File: src/rtl/mem_ctrl_banked.sv
// Banked memory controller with per-bank open-row tracking.
// Optional even parity per word when MC_PARITY_EN is defined.
module mem_ctrl_banked #(
  parameter int N     = 8,
  parameter int R     = 4,
  parameter int C     = 4,
  parameter int B     = 2,
  parameter int T_ACT = 2,
  parameter int T_PRE = 1,
  localparam int BW = (B > 1) ? $clog2(B) : 1,
  localparam int RW = (R > 1) ? $clog2(R) : 1,
  localparam int CW = (C > 1) ? $clog2(C) : 1
) (
  input  logic          clk,
  input  logic          rst,
  input  logic          cs,
  input  logic          req_valid,
  output logic          req_ready,
  input  logic          req_rw,
  input  logic [BW-1:0] req_bank,
  input  logic [RW-1:0] req_row,
  input  logic [CW-1:0] req_col,
  input  logic [N-1:0]  req_wdata,
  input  logic          perr_inject,
  output logic [N-1:0]  rd_data,
  output logic          rd_valid,
  output logic          wr_ack,
  output logic          addr_err,
  output logic          rd_perr,
  output logic [15:0]   hit_cnt
);

  localparam int DEPTH = B * R * C;
  localparam int IW    = (DEPTH > 1) ? $clog2(DEPTH) : 1;
  localparam int TMAX  = (T_ACT > T_PRE) ? T_ACT : T_PRE;
  localparam int TW    = $clog2(TMAX + 1);

  typedef enum logic [1:0] {
    S_IDLE,
    S_PRE,
    S_ACT,
    S_ACCESS
  } state_t;

  state_t        r_state;
  logic [TW-1:0] r_cnt;
  logic          r_rw;
  logic [BW-1:0] r_bank;
  logic [RW-1:0] r_row;
  logic [CW-1:0] r_col;
  logic [N-1:0]  r_wdata;
  logic [B-1:0]  r_open;
  logic [RW-1:0] r_orow [B];
  logic [N-1:0]  r_mem [DEPTH];

  logic          w_accept;
  logic          w_range_ok;
  logic          w_hit;
  logic          w_wr_en;
  logic [IW-1:0] w_idx;

`ifdef MC_PARITY_EN
  logic          r_inj;
  logic          r_par [DEPTH];
`else
  logic          w_unused_inj;
  assign w_unused_inj = perr_inject;
`endif

  assign req_ready  = (r_state == S_IDLE) && cs;
  assign w_accept   = req_valid && req_ready;
  assign w_range_ok = (32'(req_bank) < B) &&
                      (32'(req_row) < R) &&
                      (32'(req_col) < C);
  assign w_hit      = r_open[req_bank] &&
                      (r_orow[req_bank] == req_row);
  assign w_wr_en    = (r_state == S_ACCESS) && !r_rw;
  assign w_idx      = IW'((32'(r_bank) * 32'(R) + 32'(r_row))
                          * 32'(C) + 32'(r_col));

  // Request FSM, bank open-row state and registered response outputs
  always_ff @(posedge clk or posedge rst) begin
    if (rst) begin
      r_state  <= S_IDLE;
      r_cnt    <= '0;
      r_rw     <= 1'b0;
      r_bank   <= '0;
      r_row    <= '0;
      r_col    <= '0;
      r_wdata  <= '0;
      r_open   <= '0;
      for (int i = 0; i < B; i++) r_orow[i] <= '0;
`ifdef MC_PARITY_EN
      r_inj    <= 1'b0;
`endif
      rd_data  <= '0;
      rd_valid <= 1'b0;
      wr_ack   <= 1'b0;
      addr_err <= 1'b0;
      rd_perr  <= 1'b0;
      hit_cnt  <= '0;
    end else begin
      rd_valid <= 1'b0;
      wr_ack   <= 1'b0;
      addr_err <= 1'b0;
      rd_perr  <= 1'b0;
      unique case (r_state)
        S_IDLE: begin
          if (w_accept) begin
            r_rw    <= req_rw;
            r_bank  <= req_bank;
            r_row   <= req_row;
            r_col   <= req_col;
            r_wdata <= req_wdata;
`ifdef MC_PARITY_EN
            r_inj   <= perr_inject;
`endif
            if (!w_range_ok) begin
              addr_err <= 1'b1;
            end else if (w_hit) begin
              r_state <= S_ACCESS;
              if (hit_cnt != 16'hFFFF)
                hit_cnt <= hit_cnt + 16'd1;
            end else if (!r_open[req_bank]) begin
              r_state <= S_ACT;
              r_cnt   <= TW'(T_ACT - 1);
            end else begin
              r_state <= S_PRE;
              r_cnt   <= TW'(T_PRE - 1);
            end
          end
        end
        S_PRE: begin
          if (r_cnt == '0) begin
            r_open[r_bank] <= 1'b0;
            r_state        <= S_ACT;
            r_cnt          <= TW'(T_ACT - 1);
          end else begin
            r_cnt <= r_cnt - 1'b1;
          end
        end
        S_ACT: begin
          if (r_cnt == '0) begin
            r_open[r_bank] <= 1'b1;
            r_orow[r_bank] <= r_row;
            r_state        <= S_ACCESS;
          end else begin
            r_cnt <= r_cnt - 1'b1;
          end
        end
        S_ACCESS: begin
          r_state <= S_IDLE;
          if (r_rw) begin
            rd_data  <= r_mem[w_idx];
            rd_valid <= 1'b1;
`ifdef MC_PARITY_EN
            rd_perr  <= (^r_mem[w_idx]) ^ r_par[w_idx];
`endif
          end else begin
            wr_ack <= 1'b1;
          end
        end
        default: r_state <= S_IDLE;
      endcase
    end
  end

  // Storage array commit at the edge that ends a write ACCESS
  always_ff @(posedge clk) begin
    if (w_wr_en) begin
      r_mem[w_idx] <= r_wdata;
`ifdef MC_PARITY_EN
      r_par[w_idx] <= (^r_wdata) ^ r_inj;
`endif
    end
  end

endmodule

File: config.mk
export PLATFORM = sky130hd
export DESIGN_NAME = mem_ctrl_banked
export DESIGN_NICKNAME = d
export VERILOG_FILES = /design/src/rtl/mem_ctrl_banked.sv
export SDC_FILE = /design/constraint.sdc
export NUM_CORES = 1
export LEC_CHECK = 0
export CELL_PAD_IN_SITES_DETAIL_PLACEMENT = 1
export CELL_PAD_IN_SITES_GLOBAL_PLACEMENT = 1
export CORE_ASPECT_RATIO = 0.5
export CORE_MARGIN = 2
export CORE_UTILIZATION = 45
export DETAILED_ROUTE_END_ITERATION = 12
export PLACE_DENSITY_LB_ADDON = 0.1
export SLEW_MARGIN = 25
export SYNTH_ARGS = -nofsm -noshare
export SYNTH_HDL_FRONTEND = slang
export SYNTH_SLANG_ARGS = --single-unit
File: constraint.sdc
create_clock -name clk -period 3.5 [get_ports clk]
set_input_delay 0.7 -clock clk [delete_from_list [all_inputs] [get_ports clk]]
set_output_delay 0.7 -clock clk [all_outputs]
set_load 0.05 [all_outputs]
==> results.toml, run 1 <==
[worst_setup_path]
max_stage_delay_ns = 0.79
required_ns = 2.80
start_kind = "flip-flop"
critical_path_class = "flip-flop to primary output"
crit_arrival_ns = 2.34
slowest_stage = "clkdlybuf4s50_1"
critPathTopFamily = "buffers and inverters"
crit_buf_inv = 2
crit_path_cell_trace = "inv_1, ha_1, and2_1, clkdlybuf4s50_1"
endpoint_kind = "primary output"
worstPathMaxFanout = 4

[final_layout]
final_cells = 1166
drive_above_1_share_pct = 22.88
area_growth_syn_to_layout_pct = 16.45
num-fill-cells = 2429
final_nets = 818
final_area_sq_um = 14360

[timing]
worst_pin_slew_ns = 0.8318
hold_viol = 0
slew_violations = 0
clock-skew-final_ns = 0.01227
setup_viol = 0
min_period_over_period_pct = 86.72
slew_headroom_pct = 44.34
rsz0062_at_grt = "no"
whs_ns = 0.4860
fin_crit_ns = 3.035
tns_ns = 0
fmax_mhz = 329.5

[yosys]
synth.distinct_cells = 54
synthAdderAreaFrac_pct = 0.9130
synth-seq-area-share_pct = 72.47
synth_xor_area_share_pct = 1.207
yosysWarnings = 0
yosysTopAreaCellShare_pct = 62.33
synth-main-ff-cell = "edfxtp_1"
ys_seq_elements = 306
yosys.area_share.simple_pct = 6.046
synth_mux_area_share_pct = 13.60
synthCells = 701
synth_edf_count = 256
synth_top_area_cell = "edfxtp_1"
synth_compound_area_share_pct = 3.763
synth_top_family_by_area = "multiplexers"
synthesis.area_sq_um = 12330
synth_area_per_cell_sq_um = 17.60
synth_area_leaders = "edfxtp_1 62%, dfrtp_1 10%, mux4_2 8.4%"
async_flop_share_pct = 16.34

[power_and_ir_drop]
peakVddDrop_mv = 0.3388
leakagePower_nw = 4.959
p_total_mw = 11.73
p_per_area_nw_per_um2 = 816.9

[detailed_routing]
avgViaCountPerCell = 5.734
drt_iter0_drc = 541
drt_pass1_iterations = 6
num_vias = 6686
drc = 0
wl_per_cell_um = 25.69
postRouteAntennaNets = 0
finalWirelength_um = 29960

[clock_network]
numCtsBuffers = 29
clk_pin_slew_ns = 0.06
ctsHtreeMaxLevel = 1
cts-resized-gates = 0
root_buffer = "clkbuf_16"
cts_hold_buf = 0
clock_latency_ns = 0.56
cts_tree = "built"
clk_path_buf_depth = 3
cts.sinks = 306
post-cts-setup-buffers = 0

[die]
num_rows = 42
dieArea_sq_um = 28830
die_x_um = 238.1
die_h_um = 121.1
io-pin-count = 48
core_area_sq_um = 26700
start_util_pct = 46.20

[global_routing]
grt_antenna_before_repair = 1
grt_pass1_wl_um = 45400
grt_pass1_vias = 7026
grt-ovfl-total = 0
grt_max_degree = 46
grt_use_total_pct = 21.62

[placement]
place_congestion = 0.7922
dp_hpwl_um = 19370
port_buffers = 44
placed_area_sq_um = 13400
placedCellCount = 1111

[outcome]
status = "finished, final reports clean"

[flow_run]
drv_cap = 0

[worst_hold_path]
hold_class = "flip-flop to flip-flop"
final cells by class:
cell class	instances	area, sq um	share of cell area [%]
Clock inverter	19	178.9	1.246
Tap cell	352	440.4	3.066
Multi-Input combinational cell	351	3157	21.98
Sequential cell	306	8956	62.35
Timing Repair Buffer	92	813.3	5.662
Antenna cell	1	2.502	0.01742
Clock buffer	35	778.2	5.418
Inverter	10	37.54	0.2613
flip-flops by register name (all words and copies together) (netlist names), 2 cells and up, named ones only:
register  cells
r_mem       256
hit_cnt      16
rd_data       8
r_orow        4
r_col         2
r_wdata       8
r_cnt         2
r_state       2
r_row         2
routing by layer:
metal	routed length, um	share of wire (%)	GRT usage, %
met4	495	1.7	4.336
met5	0	0	0
met2	13820	46	33.93
met3	1623	5.4	4.390
met1	14020	47	31.66
cells in the final DEF (no fill, tap or decap), types with 3 or more instances in the layout:
cell type        count
or3b_2               3
clkbuf_8             3
bufinv_16            3
o22ai_1              8
o21ai_0             10
dfrtp_1             40
a21oi_1              5
clkinv_2            10
a22oi_1              9
nor3_1              15
clkinv_1             3
edfxtp_1           256
a22o_1               4
nor2_1              54
inv_1                9
clkbuf_1             3
clkbuf_16           29
nor2b_1              6
nor4_1               5
buf_4               47
a32oi_1              3
mux4_2              46
and3_1               5
mux2i_1             36
clkdlybuf4s50_1     44
nand3_1             18
mux2_2              24
xor2_1              15
a31oi_1              9
nand2_1             24
nand4_1              3
dfrtp_2              8
ha_1                 9
nor3b_1              4
worst paths after layout:
check	from	endpoint	slack (ns)	cells past startpoint
worst min register to register	flip-flop	flip-flop	0.49	2
worst min-delay path	flip-flop	flip-flop	0.49	2
max in group asynchronous	rst	r_bank$_DFFE_PP0P_	2.45	3
min in group asynchronous	rst	rd_data[2]$_DFFE_PP0P_	0.51	2
worst max-delay path	r_state[0]$_DFFE_PP0P_	req_ready	0.46	4
worst max register to register	r_col[0]$_DFFE_PP0P_	rd_data[0]$_DFFE_PP0P_	0.74	5
worst reg2reg max path: stages, from the launching register on:
cell and delay [ns]:
dfrtp_4 0.80, buf_4 0.44, mux4_2 0.62, a22o_1 0.29, nor4_1 0.35, a31oi_1 0.12
cells in the mapped netlist (3+ instances only):
library cell	number
buf_6	4
xor2_1	15
mux2i_1	36
mux2_2	24
clkbuf_1	12
buf_2	11
a21oi_1	5
nor3_1	15
nand3_1	18
ha_1	9
nor2_1	54
or3b_2	3
a31oi_1	9
o21ai_0	10
nor3b_1	4
a22o_1	4
edfxtp_1	256
o22ai_1	8
nor2b_1	6
a22oi_1	9
buf_4	8
and3_1	5
dfrtp_1	50
nand2_1	24
nor4_1	5
mux4_2	46
nand4_1	3
inv_1	10
a32oi_1	3
logic make-up (layout without fill, tap and decap cells):
| kind of cell | count (synthesis) | count (layout) |
|---|---|---|
| and+or+nand+nor | 151 | 151 |
| other | 1 | 3 |
| AOI/OAI and AO/OA | 65 | 65 |
| DFF | 306 | 306 |
| buffers and inverters | 45 | 156 |
| xor gates and xnor gates | 17 | 17 |
| muxes | 107 | 107 |
| adders and majority gates | 9 | 9 |
stage by stage:
stage               util (%)  setup WS (ns)
floorplan                  -          1.233
global placement       50.17         0.5133
detailed placement     50.21         0.4818
CTS                    53.79         0.4125
global route           53.80         0.3350
finish                 53.81         0.4646
power breakdown:
group / switching (mW) / internal, mW
Combinational: 1.61 / 1.27
Clock: 1.38 / 1.81
Sequential: 0.960 / 4.70
Power figures use the tool's default switching activity.
==> run 2: changes to the inputs <==
--- a/config.mk
+++ b/config.mk
@@ -11,7 +11,9 @@
 export CORE_MARGIN = 2
 export CORE_UTILIZATION = 45
 export DETAILED_ROUTE_END_ITERATION = 12
+export MAX_ROUTING_LAYER = met4
 export PLACE_DENSITY_LB_ADDON = 0.1
+export RECOVER_POWER = 25
 export SLEW_MARGIN = 25
 export SYNTH_ARGS = -nofsm -noshare
 export SYNTH_HDL_FRONTEND = slang
==> run 2 against run 1 <==
The run now ends with max-capacitance violations, max-slew violations left. Clock power about the same. Non-clock buffer count is the same. Count of clock-buffer cells in the layout stayed put.
==> results.toml, run 2 (synthesis gave the netlist of run 1 again) <==
[worst_setup_path]
crit_arrival_ns = 2.34
reg2regPathDepth = 5
crit_buf_inv = 2
worstPathMaxFanout = 4
slowest_stage = "clkdlybuf4s50_1"
endpoint_kind = "primary output"
required_ns = 2.80
crit_path_cell_trace = "inv_1, ha_1, and2_1, clkdlybuf4s50_1"
critical_path_class = "flip-flop to primary output"
r2r_end = "rd_data[0]$_DFFE_PP0P_"
critPathTopFamily = "buffers and inverters"
r2r_start = "r_col[0]$_DFFE_PP0P_"
max_stage_delay_ns = 0.79
reg2reg_slack_ns = 0.73
start_kind = "flip-flop"

[global_routing]
grt_pass1_vias = 7001
grt-ovfl-total = 0
grt_max_degree = 46
grt_use_total_pct = 22.23
grt_antenna_before_repair = 1
grt_pass1_wl_um = 45400

[clock_network]
cts_tree = "built"
clock_latency_ns = 0.56
clk_pin_slew_ns = 0.06
root_buffer = "clkbuf_16"
clk_path_buf_depth = 3
cts-resized-gates = 0
post-cts-setup-buffers = 0
numCtsBuffers = 29
cts.sinks = 306
cts_hold_buf = 0
ctsHtreeMaxLevel = 1

[die]
die_h_um = 121.1
dieArea_sq_um = 28830
core_area_sq_um = 26700
io-pin-count = 48
num_rows = 42
start_util_pct = 46.20
die_x_um = 238.1

[timing]
slew_headroom_pct = -14.93
fin_crit_ns = 3.042
hold_viol = 0
timing.final.ws_setup_ns = 0.4576
setup_viol = 0
rsz0062_at_grt = "no"
fmax_mhz = 328.7
slew_violations = 32
worst_pin_slew_ns = 1.724
clock-skew-final_ns = 0.01322
min_period_over_period_pct = 86.93
tns_ns = 0

[outcome]
status = "complete, but fails checks"
failed_checks = "max-capacitance violations, max-slew violations"

[detailed_routing]
num_vias = 6721
avgViaCountPerCell = 5.764
drt_pass1_iterations = 5
postRouteAntennaNets = 0
drc = 0
wl_per_cell_um = 25.75
drt_iter0_drc = 603
finalWirelength_um = 30020

[placement]
port_buffers = 44
place_congestion = 0.8034
dp_hpwl_um = 19370
post-place-ws_ns = 0.4818

[power_and_ir_drop]
leakagePower_nw = 4.957
peakVddDrop_mv = 0.3392
p_per_area_nw_per_um2 = 819.1

[final_layout]
drive_above_1_share_pct = 22.02
area_growth_syn_to_layout_pct = 16.27
layout_common_cells = "256 x edfxtp_1, 54 x nor2_1, 47 x buf_4"
largest_reg_flops = 256
final_nets = 818
largest_registers = "r_mem x256, hit_cnt x16"
regMostFlops = "r_mem"
mostFrequentLayoutCell = "edfxtp_1"

[flow_run]
drv_cap = 1

[worst_hold_path]
worstHoldPathCells = 2
hold_class = "flip-flop to flip-flop"
## run 2: changes by cell type in the layout (fill, tap and decap cells not counted)
cell             change
buf_12               -1
clkbuf_1             +1
clkdlybuf4s50_1      -1
dfrtp_1              +5
dfrtp_2              -5
dlygate4sd3_1        +1
inv_1                +1
inv_2                -1
## run 2: worst max-delay path by stage
| stage | startpoint | end | slack, ns | depth (start not counted) |
|---|---|---|---|---|
| 3_3_place_gp | req_bank | hit_cnt[1]$_DFFE_PP0P_ | 0.51 | 6 |
| 6_report | r_state[0]$_DFFE_PP0P_ | req_ready | 0.46 | 4 |
| 4_1_cts | r_state[0]$_DFFE_PP0P_ | req_ready | 0.41 | 4 |
| 3_5_place_dp | req_bank | hit_cnt[1]$_DFFE_PP0P_ | 0.48 | 6 |
| 2_1_floorplan | r_col[0]$_DFFE_PP0P_ | r_mem[12][0]$_DFFE_PP_ | 1.23 | 6 |
| 5_1_grt | rst | r_bank$_DFFE_PP0P_ | 0.18 | 3 |
## run 2: cell type report
cell class / instances / area (sq um)
Timing Repair Buffer: 92 / 797.0
Clock inverter: 19 / 178.9
Sequential cell: 306 / 8950
Clock buffer: 35 / 778.2
Inverter: 10 / 37.54
Fill cell: 2434 / 12350
Multi-Input combinational cell: 351 / 3157
Antenna cell: 1 / 2.502
Tap cell: 352 / 440.4
## run 2: report_power, final
group          switching, mW  internal [mW]  total [mW]
sequential             0.962           4.70        5.67
clock                   1.39           1.81        3.20
combinational           1.61           1.27        2.88
## run 2: worst reg2reg max path, stage by stage, from the launching register on
cell     delay [ns]
dfrtp_4        0.80
buf_4          0.44
mux4_2         0.62
a22o_1         0.30
nor4_1         0.35
a31oi_1        0.12
## run 2: stage by stage
stage	utilization, %	instance area [sq um]	total power, mW	std cells	hold slack, ns
final	53.72	14340	11.75	1166	0.4859
after global routing	53.72	14340	12.28	1166	0.5061
after CTS	53.79	14360	11.85	1165	0.4929
after detailed placement	50.21	13400	8.655	1111	0.4749
after global placement	50.17	13390	8.546	1111	0.4662
after floorplan	-	12340	7.361	702	0.4454
## run 2: routing by layer
| layer | wire length, um | vias up | track usage (%) |
|---|---|---|---|
| met4 | 487 | 0 | 4.336 |
| met2 | 13790 | 187 | 33.86 |
| met3 | 1874 | 37 | 4.322 |
| met1 | 13870 | 3548 | 31.68 |
| li1 | - | 2949 | - |
| met5 | 0 | - | - |
==> run 3: changes to the inputs <==
--- a/config.mk
+++ b/config.mk
@@ -10,6 +10,7 @@
 export CORE_ASPECT_RATIO = 0.5
 export CORE_MARGIN = 2
 export CORE_UTILIZATION = 45
+export CTS_BUF_LIST = sky130_fd_sc_hd__clkbuf_8
 export DETAILED_ROUTE_END_ITERATION = 12
 export MAX_ROUTING_LAYER = met4
 export PLACE_DENSITY_LB_ADDON = 0.1
==> run 3 against run 2 <==
The flow still finishes with violations (max-capacitance violations, max-slew violations). Critical path type unchanged. Utilization fell by 0.62 points. Global-route usage rose by 0.15 points. Flip-flop and latch count did not move.
==> results.toml, run 3 (synthesis gave the netlist of run 1 again) <==
[outcome]
status = "complete, but fails checks"
failed_checks = "max-capacitance violations, max-slew violations"

[detailed_routing]
postRouteAntennaNets = 0
num_vias = 6760
drt_pass1_iterations = 5
finalWirelength_um = 29890
wl_per_cell_um = 25.12
drc = 0
drt_iter0_drc = 620
avgViaCountPerCell = 5.681

[final_layout]
mostFrequentLayoutCell = "edfxtp_1"
largest_registers = "r_mem x256, hit_cnt x16"
drive_above_1_share_pct = 21.84
layout_common_cells = "256 x edfxtp_1, 54 x nor2_1, 49 x clkbuf_8"
area_growth_syn_to_layout_pct = 14.93
largest_reg_flops = 256
regMostFlops = "r_mem"
diodes = 0
final_nets = 833
num-fill-cells = 2473
final_area_sq_um = 14180

[die]
die_h_um = 121.1
dieArea_sq_um = 28830
core_area_sq_um = 26700
start_util_pct = 46.20
num_rows = 42
io-pin-count = 48
die_x_um = 238.1

[timing]
setup_viol = 0
slew_violations = 32
timing.final.ws_setup_ns = 0.4438
fin_crit_ns = 3.056
clock-skew-final_ns = 0.01968
rsz0062_at_grt = "no"
hold_viol = 0
tns_ns = 0
fmax_mhz = 327.2
worst_pin_slew_ns = 1.706
min_period_over_period_pct = 87.32
slew_headroom_pct = -13.73

[power_and_ir_drop]
p_total_mw = 11.17
leakagePower_nw = 4.964
peakVddDrop_mv = 0.3110
p_per_area_nw_per_um2 = 788.1

[flow_run]
drv_cap = 1

[placement]
dp_hpwl_um = 19370
port_buffers = 44
post-place-ws_ns = 0.4818
place_congestion = 0.8034
placed_area_sq_um = 13400

[worst_setup_path]
critical_path_class = "flip-flop to primary output"
worstPathMaxFanout = 4
required_ns = 2.80
crit_arrival_ns = 2.36
start_kind = "flip-flop"
reg2reg_slack_ns = 0.76
endpoint_kind = "primary output"

[global_routing]
grt-ovfl-total = 0
grt_pass1_vias = 7069
grt_max_degree = 46
grt_pass1_wl_um = 45430
grt_antenna_before_repair = 0
grt_use_total_pct = 22.38

[clock_network]
clk_path_buf_depth = 3
post-cts-setup-buffers = 0
numCtsBuffers = 44
root_buffer = "clkbuf_8"
clk_pin_slew_ns = 0.07
cts-resized-gates = 0
cts_hold_buf = 0
cts.sinks = 306
cts_tree = "built"
ctsHtreeMaxLevel = 2
clock_latency_ns = 0.58

[worst_hold_path]
hold_class = "flip-flop to flip-flop"
==> run 3: cell types whose count changed in the layout (fill, tap and decap cells not counted), sizes merged <==
cell and delta:
inv +20, clkbuf +14, clkinv -5, bufinv -3
clkinvlp -1, diode -1
==> run 3: path summary, 6_finish.rpt <==
check	start	to	cells after the start
max	r_state[0]$_DFFE_PP0P_	req_ready	4
min	flip-flop	flip-flop	2
max reg2reg	r_col[0]$_DFFE_PP0P_	rd_data[0]$_DFFE_PP0P_	5
min reg2reg	flip-flop	flip-flop	2
max in group asynchronous	rst	r_orow[3]$_DFFE_PP0P_	3
min in group asynchronous	rst	rd_data[7]$_DFFE_PP0P_	2
==> run 3: cell type report <==
| type | count | area (sq um) | area share (%) |
|---|---|---|---|
| tap | 352 | 440.4 | 3.107 |
| sequential | 306 | 8950 | 63.13 |
| multi-input combinational | 351 | 3157 | 22.27 |
| inverter | 10 | 37.54 | 0.2648 |
| clock inverter | 30 | 120.1 | 0.8473 |
| timing repair buffer | 92 | 797.0 | 5.622 |
| clock buffer | 49 | 674.4 | 4.757 |
==> run 3: power breakdown <==
group / internal, mW / switching (mW) / leakage [nW]
logic: 1.27 / 1.61 / 1.56
clock network: 1.28 / 1.35 / 0.486
registers: 4.70 / 0.961 / 2.92
==> run 3: critical path: stages, from the launching register on <==
cell             delay, ns
dfrtp_1               0.42
inv_1                 0.14
ha_1                  0.28
and2_1                0.15
clkdlybuf4s50_1       0.79
==> run 3: metal layers <==
| metal | global-route usage [%] | share of wire [%] |
|---|---|---|
| met4 | 6.055 | 1.7 |
| met1 | 31.69 | 47 |
| met2 | 33.31 | 46 |
| met3 | 4.618 | 6.0 |
| met5 | - | 0 |
==> run 3: through the flow <==
stage,util [%],hold WS [ns],std cells
5_1_grt,53.10,0.5072,1190
4_1_cts,53.18,0.4766,1190
6_report,53.10,0.4866,1190
3_5_place_dp,50.21,0.4749,1111
3_3_place_gp,50.17,0.4662,1111
2_1_floorplan,-,0.4454,702
